==> src/rtl/gpio_out_multi_if.sv <==
// Peripheral bus bundle for gpio_out_multi: strobes, address, write data,
// acknowledges and registered read data.
interface gpio_out_multi_if #(
   parameter int ADDR_W = 5
);
   logic              read;
   logic              write;
   logic [ADDR_W-1:0] address;
   logic [7:0]        data_in;
   logic              ready_r;
   logic              ready_w;
   logic [7:0]        data_out;

   modport master (
      output read, write, address, data_in,
      input  ready_r, ready_w, data_out
   );

   modport slave (
      input  read, write, address, data_in,
      output ready_r, ready_w, data_out
   );
endinterface

==> src/rtl/gpio_out_multi.sv <==
// Multi-channel buffered GPIO output with atomic set/clear/toggle per channel.
// Define GPIO_OUT_PULSE_EN to compile in the per-channel timed pulse engine.
module gpio_out_multi #(
   parameter int CHANNELS = 4,
   parameter int ADDR_W   = 5
) (
   input  logic                  clk,
   input  logic                  reset,
   gpio_out_multi_if.slave       bus,
   output logic [CHANNELS*8-1:0] port_out
);
   localparam int CH_W = ADDR_W - 3;

   localparam logic [2:0] SEL_DATA  = 3'd0;
   localparam logic [2:0] SEL_SET   = 3'd1;
   localparam logic [2:0] SEL_CLR   = 3'd2;
   localparam logic [2:0] SEL_TGL   = 3'd3;
`ifdef GPIO_OUT_PULSE_EN
   localparam logic [2:0] SEL_PULSE = 3'd4;
   localparam logic [2:0] SEL_PLEN  = 3'd5;
   localparam logic [2:0] SEL_STAT  = 3'd6;
`endif

   logic [2:0]          sel_s;
   logic [CH_W-1:0]     ch_s;
   logic [CHANNELS-1:0] hit_s;
   logic [CHANNELS-1:0] wr_hit_s;
   logic [7:0]          rd_ch_s [CHANNELS];
   logic [7:0]          rdata_s;

   logic [7:0]          data_q [CHANNELS];
   logic [7:0]          data_d [CHANNELS];
   logic                ready_r_q;
   logic                ready_w_q;
   logic [7:0]          data_out_q;

`ifdef GPIO_OUT_PULSE_EN
   logic [7:0]          plen_q [CHANNELS];
   logic [7:0]          plen_d [CHANNELS];
   logic [7:0]          mask_q [CHANNELS];
   logic [7:0]          mask_d [CHANNELS];
   logic [7:0]          cnt_q  [CHANNELS];
   logic [7:0]          cnt_d  [CHANNELS];
   logic [CHANNELS-1:0] active_q;
   logic [CHANNELS-1:0] active_d;
`endif

   assign sel_s = bus.address[2:0];
   assign ch_s  = bus.address[ADDR_W-1:3];

   // Channel decode; indices at or above CHANNELS never hit, so they read 0 and drop writes.
   always_comb begin
      for (int i = 0; i < CHANNELS; i++) begin
         hit_s[i]    = (ch_s == CH_W'(i));
         wr_hit_s[i] = bus.write & hit_s[i];
      end
   end

   always_comb begin
      for (int i = 0; i < CHANNELS; i++) begin
         case (sel_s)
            SEL_DATA, SEL_SET, SEL_CLR, SEL_TGL: rd_ch_s[i] = data_q[i];
`ifdef GPIO_OUT_PULSE_EN
            SEL_PULSE: rd_ch_s[i] = mask_q[i];
            SEL_PLEN:  rd_ch_s[i] = plen_q[i];
            SEL_STAT:  rd_ch_s[i] = {7'b0000000, active_q[i]};
`endif
            default:   rd_ch_s[i] = 8'h00;
         endcase
      end
   end

   always_comb begin
      rdata_s = 8'h00;
      for (int i = 0; i < CHANNELS; i++) begin
         rdata_s = rdata_s | (hit_s[i] ? rd_ch_s[i] : 8'h00);
      end
   end

   always_comb begin
      for (int i = 0; i < CHANNELS; i++) begin
         data_d[i] = data_q[i];
         if (wr_hit_s[i]) begin
            case (sel_s)
               SEL_DATA: data_d[i] = bus.data_in;
               SEL_SET:  data_d[i] = data_q[i] | bus.data_in;
               SEL_CLR:  data_d[i] = data_q[i] & ~bus.data_in;
               SEL_TGL:  data_d[i] = data_q[i] ^ bus.data_in;
               default:  data_d[i] = data_q[i];
            endcase
         end else begin
            data_d[i] = data_q[i];
         end
      end
   end

`ifdef GPIO_OUT_PULSE_EN
   // A PULSE write restarts the pulse and takes priority over the running countdown.
   always_comb begin
      for (int i = 0; i < CHANNELS; i++) begin
         plen_d[i]   = plen_q[i];
         mask_d[i]   = mask_q[i];
         cnt_d[i]    = cnt_q[i];
         active_d[i] = active_q[i];
         if (wr_hit_s[i] && (sel_s == SEL_PLEN)) begin
            plen_d[i] = bus.data_in;
         end else begin
            plen_d[i] = plen_q[i];
         end
         if (wr_hit_s[i] && (sel_s == SEL_PULSE) && (plen_q[i] != 8'h00)) begin
            mask_d[i]   = bus.data_in;
            cnt_d[i]    = plen_q[i];
            active_d[i] = 1'b1;
         end else if (active_q[i]) begin
            cnt_d[i] = cnt_q[i] - 8'd1;
            if (cnt_q[i] == 8'd1) begin
               active_d[i] = 1'b0;
               mask_d[i]   = 8'h00;
            end else begin
               active_d[i] = 1'b1;
               mask_d[i]   = mask_q[i];
            end
         end else begin
            cnt_d[i]    = cnt_q[i];
            active_d[i] = 1'b0;
            mask_d[i]   = mask_q[i];
         end
      end
   end

   always_ff @(posedge clk) begin
      if (reset) begin
         for (int i = 0; i < CHANNELS; i++) begin
            plen_q[i] <= 8'h00;
            mask_q[i] <= 8'h00;
            cnt_q[i]  <= 8'h00;
         end
         active_q <= '0;
      end else begin
         for (int i = 0; i < CHANNELS; i++) begin
            plen_q[i] <= plen_d[i];
            mask_q[i] <= mask_d[i];
            cnt_q[i]  <= cnt_d[i];
         end
         active_q <= active_d;
      end
   end
`endif

   always_ff @(posedge clk) begin
      if (reset) begin
         for (int i = 0; i < CHANNELS; i++) begin
            data_q[i] <= 8'h00;
         end
      end else begin
         for (int i = 0; i < CHANNELS; i++) begin
            data_q[i] <= data_d[i];
         end
      end
   end

   // Read data is captured from pre-write state, so a simultaneous write is not visible.
   always_ff @(posedge clk) begin
      if (reset) begin
         ready_r_q  <= 1'b0;
         ready_w_q  <= 1'b0;
         data_out_q <= 8'h00;
      end else begin
         ready_r_q <= bus.read;
         ready_w_q <= bus.write;
         if (bus.read) begin
            data_out_q <= rdata_s;
         end else begin
            data_out_q <= data_out_q;
         end
      end
   end

   assign bus.ready_r  = ready_r_q;
   assign bus.ready_w  = ready_w_q;
   assign bus.data_out = data_out_q;

   always_comb begin
      for (int i = 0; i < CHANNELS; i++) begin
`ifdef GPIO_OUT_PULSE_EN
         port_out[8*i +: 8] = data_q[i] | (active_q[i] ? mask_q[i] : 8'h00);
`else
         port_out[8*i +: 8] = data_q[i];
`endif
      end
   end
endmodule

==> src/flat_wrapper.sv <==
// flat-port wrapper written by rule: the top's interface ports become plain ports
module gpio_out_multi_flat 
#(
   parameter int CHANNELS = 4,
   parameter int ADDR_W   = 5
)
  (clk, reset, port_out, bus_read, bus_write, bus_address, bus_data_in, bus_ready_r, bus_ready_w, bus_data_out);
  gpio_out_multi_if #(.ADDR_W(ADDR_W)) bus_i ();
  input  logic clk;
  input  logic reset;
  output logic [CHANNELS*8-1:0] port_out;
  input wire logic [$bits(bus_i.read)-1:0] bus_read;
  input wire logic [$bits(bus_i.write)-1:0] bus_write;
  input wire logic [$bits(bus_i.address)-1:0] bus_address;
  input wire logic [$bits(bus_i.data_in)-1:0] bus_data_in;
  output wire logic [$bits(bus_i.ready_r)-1:0] bus_ready_r;
  output wire logic [$bits(bus_i.ready_w)-1:0] bus_ready_w;
  output wire logic [$bits(bus_i.data_out)-1:0] bus_data_out;
  assign bus_i.read = bus_read;
  assign bus_i.write = bus_write;
  assign bus_i.address = bus_address;
  assign bus_i.data_in = bus_data_in;
  assign bus_ready_r = bus_i.ready_r;
  assign bus_ready_w = bus_i.ready_w;
  assign bus_data_out = bus_i.data_out;
  gpio_out_multi #(.CHANNELS(CHANNELS), .ADDR_W(ADDR_W)) u_core (.clk(clk), .reset(reset), .bus(bus_i), .port_out(port_out));
endmodule
==> config.mk <==
export PLATFORM = sky130hd
export DESIGN_NAME = gpio_out_multi_flat
export DESIGN_NICKNAME = d
export VERILOG_FILES = /design/src/rtl/gpio_out_multi_if.sv /design/src/rtl/gpio_out_multi.sv /design/src/flat_wrapper.sv
export SDC_FILE = /design/constraint.sdc
export NUM_CORES = 1
export LEC_CHECK = 0
export BUFFER_PORTS_ARGS = -buffer_cell sky130_fd_sc_hd__buf_2
export CAP_MARGIN = 0
export CORE_MARGIN = 1.5
export CORE_UTILIZATION = 50
export CTS_CLUSTER_DIAMETER = 100
export CTS_CLUSTER_SIZE = 14
export DETAILED_ROUTE_END_ITERATION = 8
export GPL_TIMING_DRIVEN = 1
export MAX_ROUTING_LAYER = met4
export PLACE_DENSITY = 0.68
export SYNTH_ARGS = -nofsm -noshare
export SYNTH_HDL_FRONTEND = slang
export SYNTH_SLANG_ARGS = --single-unit
==> constraint.sdc <==
create_clock -name clk -period 3.5 [get_ports clk]
set_input_delay 1.05 -clock clk [delete_from_list [all_inputs] [get_ports clk]]
set_output_delay 1.05 -clock clk [all_outputs]
set_load 0.01 [all_outputs]
Word-level counts from Yosys, hierarchy flattened
Memory sizes are Yosys's and may differ from the RTL's.
Cells that the tools add are included.
{"block": "word_totals", "latch_bits": 0, "ram_bits": 32, "regBits": 10, "romBits": 0, "memories": 1, "input_bits": 17}
{"memory": "u_core.data_q", "words": 4, "width": 8, "rd": 4, "rd_clocked_by_memory_dff": 0, "wr": 4, "line": "gpio_out_multi.sv:31", "rtl": "logic [7:0] data_q [CHANNELS];"}
{"block": "classes", "n_mul": 0, "n_mux": 23, "reduce_logical": 3, "div_mod_pow": 0, "bitwise_logic": 24, "n_shift": 0, "magnitude_cmp": 0, "n_eq_ne": 6, "add_sub_neg": 0}
{"cell": "$mux W8", "n": 16}
{"cell": "$pmux W8 S4", "n": 4}
{"cell": "$or A8 B8 Y8", "n": 7}
{"cell": "$and A8 B8 Y8", "n": 4}
{"cell": "$xor A8 B8 Y8", "n": 4}
{"cell": "$not A8 Y8", "n": 1}
{"cell": "$eq A3 B2 Y1 const B", "n": 2}
{"cell": "$and A1 B1 Y1", "n": 4}
{"cell": "$eq A2 B2 Y1 const B", "n": 2}
{"cell": "$or A1 B1 Y1", "n": 4}
{"cell": "$reduce_or A4 Y1", "n": 1}
{"cell": "$eq A3 B1 Y1 const B", "n": 1}
{"cell": "$logic_not A3 Y1", "n": 1}
{"cell": "$mux W1", "n": 3}
{"cell": "$eq A2 B1 Y1 const B", "n": 1}
{"cell": "$logic_not A2 Y1", "n": 1}

Longest topological paths before layout
Gate-level depths: netlist of the first run.
{"block": "logic_depth", "depth_word": 7, "mapped_depth": 6}

Least setup slack after synthesis of the first run
No wires, ideal clock.
{"block": "synth_path", "path_type": "input to register", "startpoint": "input bus_address[3]", "endpoint": "register u_core.data_out_q[0], in the netlist u_core.bus.data_out[0]", "required_time_ps": 3372, "setup_slack_ps": 1478, "path_stages": 4, "n_path_buf": 1, "arrival_time_ps": 1894, "cell_sequence": "buf_6 > mux4_1 > a21oi_1 > nor2_1"}
{"block": "synth_via", "elab_chain_cells": 5, "elab_cells_between_ends": 11, "classes_between": "3 x eq/ne; 4 x mux; 3 x bitwise; 1 x reduce/logical"}
{"item": "start: declaration", "line": "flat_wrapper.sv:14", "rtl": "input wire logic [$bits(bus_i.address)-1:0] bus_address;"}
{"item": "$eq A2 B1 Y1 / $logic_not A2 Y1 (equally long branches)", "line": "gpio_out_multi.sv:54", "rtl": "hit_s[i] = (ch_s == CH_W'(i));"}
{"item": "$mux W8", "line": "gpio_out_multi.sv:76", "rtl": "rdata_s = rdata_s | (hit_s[i] ? rd_ch_s[i] : 8'h00);"}
{"item": "$or A8 B8 Y8 (2 in a row)", "line": "gpio_out_multi.sv:76"}
{"item": "$or A8 B8 Y8 *", "line": "gpio_out_multi.sv:76"}
{"item": "end signal: assignment", "line": "gpio_out_multi.sv:172", "rtl": "data_out_q <= rdata_s;"}
{"item": "end signal: assignment", "line": "gpio_out_multi.sv:174", "rtl": "data_out_q <= data_out_q;"}
{"item": "end: declaration", "line": "gpio_out_multi.sv:35", "rtl": "logic [7:0] data_out_q;"}
Mark *: on every way between the ends. The rest lies on a longest branch, timed or not.
A chain may end at the register's enable or synchronous reset.

==> impl_metrics.csv, run 1 <==
group,metric,value,unit
global_routing,grt_pass1_wl,13530,um
clocking,cts_tree,"built",
drt,drc_errors,0,
finish,final_nets,541,
worst_setup_path,reg2reg_from,"u_core.data_q[3][3]",
drt,drtPass1Iterations,5,
sta,setup_ws,1.095,ns
worst_setup_path,cp_data_required_time,3.70,ns
yosys,syn_avg_cell_area,8.841,um2
drt,first_iter_violations,190,
yosys,synth_nets,504,
sta,period_share,68.70,%
drt,routed_via_density,5.554,
drt,dr_wl_met2,3939,um
global_routing,antenna_found_initial,0,
sta,whs,0.5864,ns
job,cap_viol_max_count,0,
drt,ant_nets,0,
place,dp_cells,552,
clocking,root_buffer,"clkbuf_8",
place,routabilityCongestion,0.8044,
yosys,ys_seq_area_share,22.48,%
sta,slew_headroom,40.13,%
floorplanning,die_y,89.49,um
clocking,clk_pin_slew,0.10,ns
clocking,worstSkewPairLatency,0.31,ns
min_path,hold_end,"u_core.data_q[2][6]",
yosys,netlist_area,3740,um2
sta,worstMarginPinSlew,0.8971,ns
drt,via_count,3110,
sta,final-max-slew-violation-count,0,
floorplanning,fp.dieW,89.49,um
worst_setup_path,crit_path_max_incr_delay,0.73,ns
drt,dr_wl_met3,400,um
worst_setup_path,path_class,"input port to flop",
clocking,clockBufferDepth,2,
sta,rsz0062_at_grt,"no",
floorplanning,rows,31,
clocking,cts_hold_buf,0,
clocking,clock_sinks,42,
finish,area_growth,8.598,%
worst_setup_path,worstSetupEndpointType,"flop",
clocking,cts_htree_levels,2,
finish,final_cells,560,
min_path,min_path_type,"flop to flop",
drt,topRoutingLayerUsed,"met4",
sta,fin_skew,0.01083,ns
finish,fin_util,55.99,%
yosys,postSynthCellCount,423,
sta,tns,0,ns
sta,clock.fmax,0.4159,GHz
worst_setup_path,crit_fanout,39,
worst_setup_path,worst_setup_path_start_kind,"input port",
clocking,cts.repair.resized,0,
drt,drt-met1-wl,3976,um
sta,setup_violations,0,
floorplanning,core_area,7253,um2
outcome,outcome,"completed",
global_routing,groute.usage.overall,22.46,%
drt,wl_per_cell,14.98,um
pwr,leakage,2.016,nW
global_routing,grt_pass1_vias,2811,
floorplanning,dieArea,8008,um2
worst_setup_path,path_cells,"buf_2 -> and4b_1 -> o21ai_0 -> o221a_2",
clocking,post_cts_buffers,0,
clocking,cts_buffers,5,
floorplanning,start_util,51.56,%
pwr,powerDensity,270.6,nW/um2
yosys,ys_types,28,
finish,drive_above_1_share,16.92,%
yosys,ys_warn_count,0,
place,pre_cts_ws,0.7661,ns
global_routing,grt_start_max_net_pins,43,
worst_setup_path,ff2ff_path_depth,5,
place,port_buffers,58,
worst_setup_path,slowest_stage,"and4b_1",
sta,timing.final.crit_period,2.405,ns
yosys,synth-seq-cells,42,
finish,diodes,0,
worst_setup_path,r2r-end,"u_core.data_q[3][3]",
min_path,whs_path_depth,2,
worst_setup_path,r2r_slack,2.09,ns
sta,hold_viol_final,0,
place,dp_hpwl,5721,um
drt,drt_wl_total,8389,um
global_routing,overflow,0,
worst_setup_path,critPathArrivalTime,2.60,ns
pwr,vdd.ir_drop.worst,0.1401,mV
floorplanning,io_pins,59,
min_path,worstHoldStart,"u_core.data_q[2][6]",
kinds of logic (layout without fill, tap and decap cells):
family	after synthesis	count (layout)	synth area share, %
AO/OA/AOI/OAI	137	137	22.92
buffers and inverters	98	136	12.65
adder cells (fa/ha/maj)	64	64	21.41
AND/OR/NAND/NOR	48	48	7.963
flip-flops	42	42	22.48
multiplexers	34	34	12.58
per-stage QoR:
step / total power [W] / instance area (um2)
final: 0.001099 / 4061
after CTS: 0.001104 / 4061
after detailed placement: 0.0007735 / 3968
after global placement: 0.0007632 / 3968
after floorplan: 0.0007125 / 3740
after global routing: 0.001163 / 4061
cell type report:
class	instances	area (um2)
timing repair buffer	61	325.3
tap	99	123.9
fill	685	3192
clock buffer	5	68.82
sequential	42	840.8
clock inverter	3	25.02
inverter	67	251.5
multi-input combinational	283	2426
power by group:
part           switching [W]  total (W)  internal (W)
Combinational       0.000148   0.000253      0.000105
Sequential         0.0000178   0.000510      0.000493
Clock               0.000192   0.000336      0.000144
worst max-delay path, delay by kind of cell:
kind / cells / cell delay (ns)
AOI/OAI and AO/OA: 2 / 0.49
buffers and inverters: 1 / 0.33
and+or+nand+nor: 1 / 0.73
placed cells by master (no fill, tap or decap), types with 2 or more instances in the layout:
cell type | netlist | routed
and4bb_4 | 2 | 2
a21oi_1 | 45 | 45
inv_1 | 67 | 67
mux2i_1 | 26 | 26
a211o_1 | 26 | 26
nand3b_1 | 5 | 5
o21ai_0 | 28 | 28
o221a_2 | 5 | 5
ha_1 | 64 | 64
nor2_1 | 14 | 14
buf_4 | 2 | 2
o21ai_1 | 4 | 4
buf_2 | 10 | 58
a31oi_1 | 27 | 27
nor2b_1 | 11 | 11
nand2b_1 | 5 | 5
clkbuf_8 | 0 | 5
nand2_1 | 8 | 8
dfxtp_1 | 42 | 42
mux4_1 | 8 | 8
flip-flops by register name, summed over array words and instances, names as in the netlist:
register             cells
u_core.data_q           32
u_core.bus.ready_r       1
u_core.bus.ready_w       1
u_core.bus.data_out      8
synth_stat cells:
cell type | instances | area, um2
nor4b_4 | 1 | 23.77
buf_6 | 9 | 101.4
clkbuf_2 | 1 | 5.000
nor2b_1 | 11 | 68.82
o21a_1 | 1 | 7.510
and4b_1 | 1 | 10.01
nand3b_1 | 5 | 37.54
o21ai_1 | 4 | 20.02
mux2i_1 | 26 | 260.3
clkbuf_1 | 8 | 30.03
buf_2 | 10 | 50.05
and4bb_4 | 2 | 32.53
mux4_1 | 8 | 210.2
a31oi_1 | 27 | 168.9
o221a_2 | 5 | 56.30
buf_12 | 1 | 20.02
o21bai_2 | 1 | 11.26
buf_4 | 2 | 15.01
nand2_1 | 8 | 30.03
o21ai_0 | 28 | 140.1
inv_1 | 67 | 251.5
nand2b_1 | 5 | 31.28
nor2_1 | 14 | 52.55
ha_1 | 64 | 800.8
a21oi_1 | 45 | 225.2
nand4bb_1 | 1 | 11.26
dfxtp_1 | 42 | 840.8
a211o_1 | 26 | 227.7
layer usage:
metal,GRT usage [%],vias up
met4,4.615,0
met5,-,-
li1,-,1562
met1,28.76,1456
met2,37.73,85
met3,3.232,7
worst max-delay path by stage:
stage                     depth (start not counted)      startpoint                endpoint  slack [ns]
after floorplan                                   4  bus_address[3]  u_core.bus.data_out[0]        1.48
after global placement                            4  bus_address[2]     u_core.data_q[3][3]        0.87
after detailed placement                          4  bus_address[2]     u_core.data_q[3][3]        0.77
after CTS                                         4  bus_address[2]     u_core.data_q[3][3]        1.09
after global routing                              4  bus_address[2]     u_core.data_q[3][3]        1.01
final                                             4  bus_address[2]     u_core.data_q[3][3]        1.10
Note: power is estimated with default switching activity, not from simulation.
==> run 2: changes to the inputs <==
==> constraint.sdc (replaced) <==
create_clock -name clk -period 2.28 [get_ports clk]
set_input_delay 0.684 -clock clk [delete_from_list [all_inputs] [get_ports clk]]
set_output_delay 0.684 -clock clk [all_outputs]
set_load 0.01 [all_outputs]
==> impl_metrics.csv, run 2 (same netlist as run 1, synthesis figures left out) <==
group,metric,value,unit
drt,routed_via_density,5.619,
sta,clock.fmax,0.6127,GHz
sta,slew_headroom,66.01,%
clocking,cts_hold_buf,0,
pwr,vdd.ir_drop.worst,0.2685,mV
finish,largest_reg_flops,32,
min_path,whs_path_depth,2,
min_path,worstHoldStart,"u_core.data_q[0][4]",
min_path,hold_end,"u_core.data_q[0][4]",
worst_setup_path,path_cells,"buf_2 -> mux4_1 -> a21oi_1 -> nor2_1",
place,routabilityCongestion,0.7920,
finish,drive_above_1_share,18.51,%
clocking,clock_sinks,42,
drt,via_count,3197,
global_routing,overflow,0,
sta,rsz0062_at_grt,"no",
drt,drtPass1Iterations,4,
place,dp_hpwl,6490,um
global_routing,grt_busiest_layer,"met2",
sta,worstMarginPinSlew,0.5095,ns
worst_setup_path,critical_path_depth,4,
worst_setup_path,ff2ff_path_depth,5,
worst_setup_path,crit_fanout,12,
floorplanning,start_util,51.56,%
drt,drc_errors,0,
clocking,cts.repair.resized,0,
worst_setup_path,reg2reg_from,"u_core.data_q[0][6]",
place,pre_cts_ws,0.3274,ns
finish,layout_common_cells,"inv_1, ha_1, buf_2, a21oi_1, dfxtp_1",
finish,fillerInstances,700,
worst_setup_path,critPathArrivalTime,1.82,ns
worst_setup_path,crit_path_max_incr_delay,0.62,ns
clocking,worstSkewPairLatency,0.30,ns
clocking,clockBufferDepth,2,
sta,period_share,71.58,%
global_routing,met2_usage,37.94,%
clocking,cts_tree,"built",
clocking,clk_pin_slew,0.08,ns
worst_setup_path,worstSetupEndpointType,"flop",
worst_setup_path,worst_setup_path_start_kind,"input port",
pwr,powerDensity,405.3,nW/um2
worst_setup_path,cp_data_required_time,2.47,ns
pwr,leakage,2.082,nW
drt,wl_per_cell,15.78,um
clocking,post_cts_buffers,0,
worst_setup_path,r2r_slack,0.90,ns
floorplanning,core_area,7253,um2
finish,top_register,"u_core.data_q",
global_routing,gr-usage-met1,31.90,%
clocking,cts_htree_levels,2,
clocking,root_buffer,"clkbuf_8",
drt,ant_nets,0,
worst_setup_path,slowest_stage,"mux4_1",
floorplanning,fp.dieW,89.49,um
worst_setup_path,path_class,"input port to flop",
sta,whs,0.5829,ns
global_routing,grt_pass1_wl,14540,um
finish,final_nets,550,
sta,timing.final.crit_period,1.632,ns
sta,setup_violations,0,
place,port_buffers,58,
min_path,min_path_type,"flop to flop",
global_routing,grt_start_max_net_pins,30,
clocking,cts_buffers,5,
job,cap_viol_max_count,0,
floorplanning,die_y,89.49,um
sta,tns,0,ns
floorplanning,dieArea,8008,um2
worst_setup_path,crit_family,"multiplexers",
sta,fin_skew,0.005635,ns
finish,fin_util,57.74,%
global_routing,groute.usage.overall,24.28,%
finish,diodes,0,
floorplanning,rows,31,
drt,first_iter_violations,126,
worst_setup_path,worst-path-buf-inv,1,
global_routing,use_met3,3.509,%
floorplanning,io_pins,59,
outcome,outcome,"completed",
global_routing,antenna_found_initial,0,
finish,layout_commonest_cell,"inv_1",
sta,hold_viol_final,0,
drt,drt_wl_total,8979,um
sta,setup_ws,0.6479,ns
worst_setup_path,r2r-end,"u_core.data_q[0][6]",
global_routing,grt_pass1_vias,2947,
sta,final-max-slew-violation-count,0,
finish,area_growth,11.98,%
[run 2: changes by cell type in the layout (fill, tap and decap cells not counted)]
| cell | change |
|---|---|
| buf_4 | +4 |
| buf_12 | +5 |
| clkinv_2 | +1 |
| inv_6 | -1 |
[run 2: worst register-to-register path, delay by kind of cell, from the launching register on]
family          cells  cell delay (ns)
compound gates      2             0.46
flops               1             0.43
fa+ha+maj           1             0.28
buf+inv             1             0.07
mux                 1             0.07
[run 2: layer usage]
layer	vias to the layer above	part of all wire, %
li1	1576	-
met1	1526	47
met2	85	47
met3	10	4.8
met4	0	1.5
met5	-	0
[run 2: per-stage QoR]
stage,cells,total power [W],area (um2)
floorplan,423,0.001094,3740
global placement,561,0.001196,4098
detailed placement,561,0.001214,4098
CTS,569,0.001704,4188
global route,569,0.001797,4188
finish,569,0.001697,4188
[run 2: area by class of cell]
class	count	area, um2	share of cell area [%]
multi-input cells	283	2426	57.93
flip-flops and latches	42	840.8	20.08
repair buffers	70	455.4	10.88
inverters	67	251.5	6.005
well taps	99	123.9	2.958
clock buffers	5	68.82	1.643
clock inverters	3	21.27	0.5079
[run 2: worst max-delay path by stage]
stage,to,slack [ns],start
after global routing,u_core.data_q[1][5],0.54,bus_address[1]
final,u_core.bus.data_out[4],0.65,bus_address[3]
after CTS,u_core.data_q[0][5],0.65,bus_address[1]
after floorplan,u_core.bus.data_out[0],0.62,bus_address[3]
after detailed placement,u_core.data_q[0][5],0.33,bus_address[1]
after global placement,u_core.bus.data_out[3],0.37,bus_address[3]
[run 2: where the power goes]
part	total (W)	internal (W)	switching, W
sequential	0.000785	0.000756	0.0000288
clock	0.000500	0.000216	0.000285
combinational	0.000412	0.000178	0.000234
==> run 3: changes to the inputs <==
--- a/config.mk
+++ b/config.mk
@@ -14,7 +14,7 @@
 export DETAILED_ROUTE_END_ITERATION = 8
 export GPL_TIMING_DRIVEN = 1
 export MAX_ROUTING_LAYER = met4
-export PLACE_DENSITY = 0.68
+export PLACE_DENSITY = 0.71
 export SYNTH_ARGS = -nofsm -noshare
 export SYNTH_HDL_FRONTEND = slang
 export SYNTH_SLANG_ARGS = --single-unit
==> constraint.sdc (replaced) <==
create_clock -name clk -period 1.4 [get_ports clk]
set_input_delay 0.42 -clock clk [delete_from_list [all_inputs] [get_ports clk]]
set_output_delay 0.42 -clock clk [all_outputs]
set_load 0.01 [all_outputs]
==> impl_metrics.csv, run 3 (same netlist as run 1, synthesis figures left out) <==
group,metric,value,unit
place,dp_cells,605,
job,cap_viol_max_count,0,
drt,drt_wl_total,9705,um
clocking,post_cts_buffers,0,
sta,rsz0062_at_grt,"yes",
global_routing,grt_start_max_net_pins,43,
sta,clock.fmax,0.7321,GHz
floorplanning,die_y,89.49,um
worst_setup_path,crit_start,"bus_data_in[0]",
global_routing,grt_pass1_wl,15730,um
global_routing,grt_pass1_vias,3155,
finish,largest_reg_flops,32,
worst_setup_path,path_class,"input port to flop",
global_routing,gr-usage-met1,34.38,%
floorplanning,io_pins,59,
pwr,leakage,2.346,nW
pwr,powerDensity,697.4,nW/um2
worst_setup_path,crit_fanout,8,
finish,layout_commonest_cell,"inv_1",
clocking,cts_htree_levels,2,
outcome,outcome,"completed",
sta,slew_headroom,75.42,%
finish,fillerInstances,635,
finish,final_cells,613,
floorplanning,rows,31,
finish,drive_above_1_share,28.40,%
clocking,cts_tree,"built",
global_routing,overflow,0,
worst_setup_path,cp_data_required_time,1.59,ns
place,routabilityCongestion,0.8064,
floorplanning,start_util,51.56,%
clocking,clockBufferDepth,2,
sta,final-max-slew-violation-count,0,
place,dp_hpwl,6919,um
sta,hold_viol_final,0,
worst_setup_path,r2r-end,"u_core.data_q[2][3]",
finish,layout_common_cells,"inv_1, ha_1, buf_2, buf_4, a21oi_1",
place,port_buffers,58,
worst_setup_path,worst_setup_path_start_kind,"input port",
finish,area_growth,23.72,%
worst_setup_path,reg2reg_from,"u_core.data_q[2][3]",
drt,routed_via_density,5.602,
worst_setup_path,ff2ff_path_depth,5,
clocking,cts_hold_buf,0,
drt,wl_per_cell,15.83,um
drt,via_count,3434,
drt,drc_errors,0,
sta,worstMarginPinSlew,0.3686,ns
worst_setup_path,r2r_slack,0.03,ns
floorplanning,core_area,7253,um2
finish,fin_area,4627,um2
worst_setup_path,critPathCapture,"u_core.data_q[1][0]",
clocking,cts_buffers,5,
drt,ant_nets,0,
sta,period_share,97.57,%
place,placed_area,4466,um2
floorplanning,fp.dieW,89.49,um
sta,timing.final.crit_period,1.366,ns
global_routing,use_met3,3.601,%
clocking,cts.repair.resized,0,
pwr,vdd.ir_drop.worst,0.5537,mV
clocking,clock_sinks,42,
global_routing,antenna_found_initial,0,
global_routing,groute.usage.overall,25.98,%
finish,final_nets,594,
pwr,total_power,0.003227,W
global_routing,grt_busiest_layer,"met2",
clocking,root_buffer,"clkbuf_8",
sta,fin_skew,0.01013,ns
worst_setup_path,worstSetupEndpointType,"flop",
clocking,clk_pin_slew,0.09,ns
clocking,worstSkewPairLatency,0.30,ns
sta,setup_violations,0,
global_routing,met2_usage,42.99,%
finish,top_register,"u_core.data_q",
finish,diodes,0,
worst_setup_path,critPathArrivalTime,1.56,ns
finish,fin_util,63.79,%
drt,first_iter_violations,157,
drt,drtPass1Iterations,5,
min_path,min_path_type,"input port to flop",
floorplanning,dieArea,8008,um2
-- run 3: cell count changes in the layout (fill, tap and decap cells not counted), sizes merged --
cell	change
clkinvlp	-1
clkinv	-1
buf	+44
bufinv	+2
-- run 3: final cells by class --
cell class | instances | area (um2) | area share (%)
Clock inverter | 3 | 68.82 | 1.487
Multi-Input combinational cell | 283 | 2432 | 52.57
Tap cell | 99 | 123.9 | 2.677
Clock buffer | 5 | 68.82 | 1.487
Sequential cell | 42 | 858.3 | 18.55
Inverter | 67 | 251.5 | 5.435
Timing Repair Buffer | 114 | 823.3 | 17.79
-- run 3: how the worst min path moves through the flow --
stage | start | endpoint | depth (start not counted)
floorplan | bus_read | u_core.bus.ready_r | 1
global placement | u_core.data_q[2][6] | u_core.data_q[2][6] | 2
detailed placement | u_core.data_q[0][4] | u_core.data_q[0][4] | 2
CTS | bus_write | u_core.bus.ready_w | 2
global route | bus_write | u_core.bus.ready_w | 2
finish | bus_write | u_core.bus.ready_w | 2
-- run 3: layer usage --
layer	vias up	wire length, um	share of wire (%)
li1	1673	-	-
met1	1647	4376	45
met2	109	4699	48
met3	5	576	5.9
met4	0	51	0.53
met5	-	0	0
-- run 3: power breakdown --
group	internal (W)	switching [W]	leakage (nW)	total [W]
Combinational	0.000360	0.000418	1.93	0.000777
Sequential	0.00123	0.0000378	0.348	0.00127
Clock	0.000715	0.000462	0.0683	0.00118
Total	0.00231	0.000918	2.35	0.00323
-- run 3: worst max-delay path: stages --
cell and delay, ns:
buf_2 0.12, inv_1 0.24, ha_1 0.28, a21oi_1 0.15, o21ai_0 0.11, o221a_2 0.24
-- run 3: stage by stage --
step	setup TNS (ns)	hold slack [ns]	setup slack, ns
floorplan	0	0.5482	0.008334
global placement	-5.647	0.5552	-0.2212
detailed placement	-7.276	0.5726	-0.2699
CTS	0	0.4073	0.006089
global route	-0.02803	0.4123	-0.01866
finish	0	0.4166	0.03406
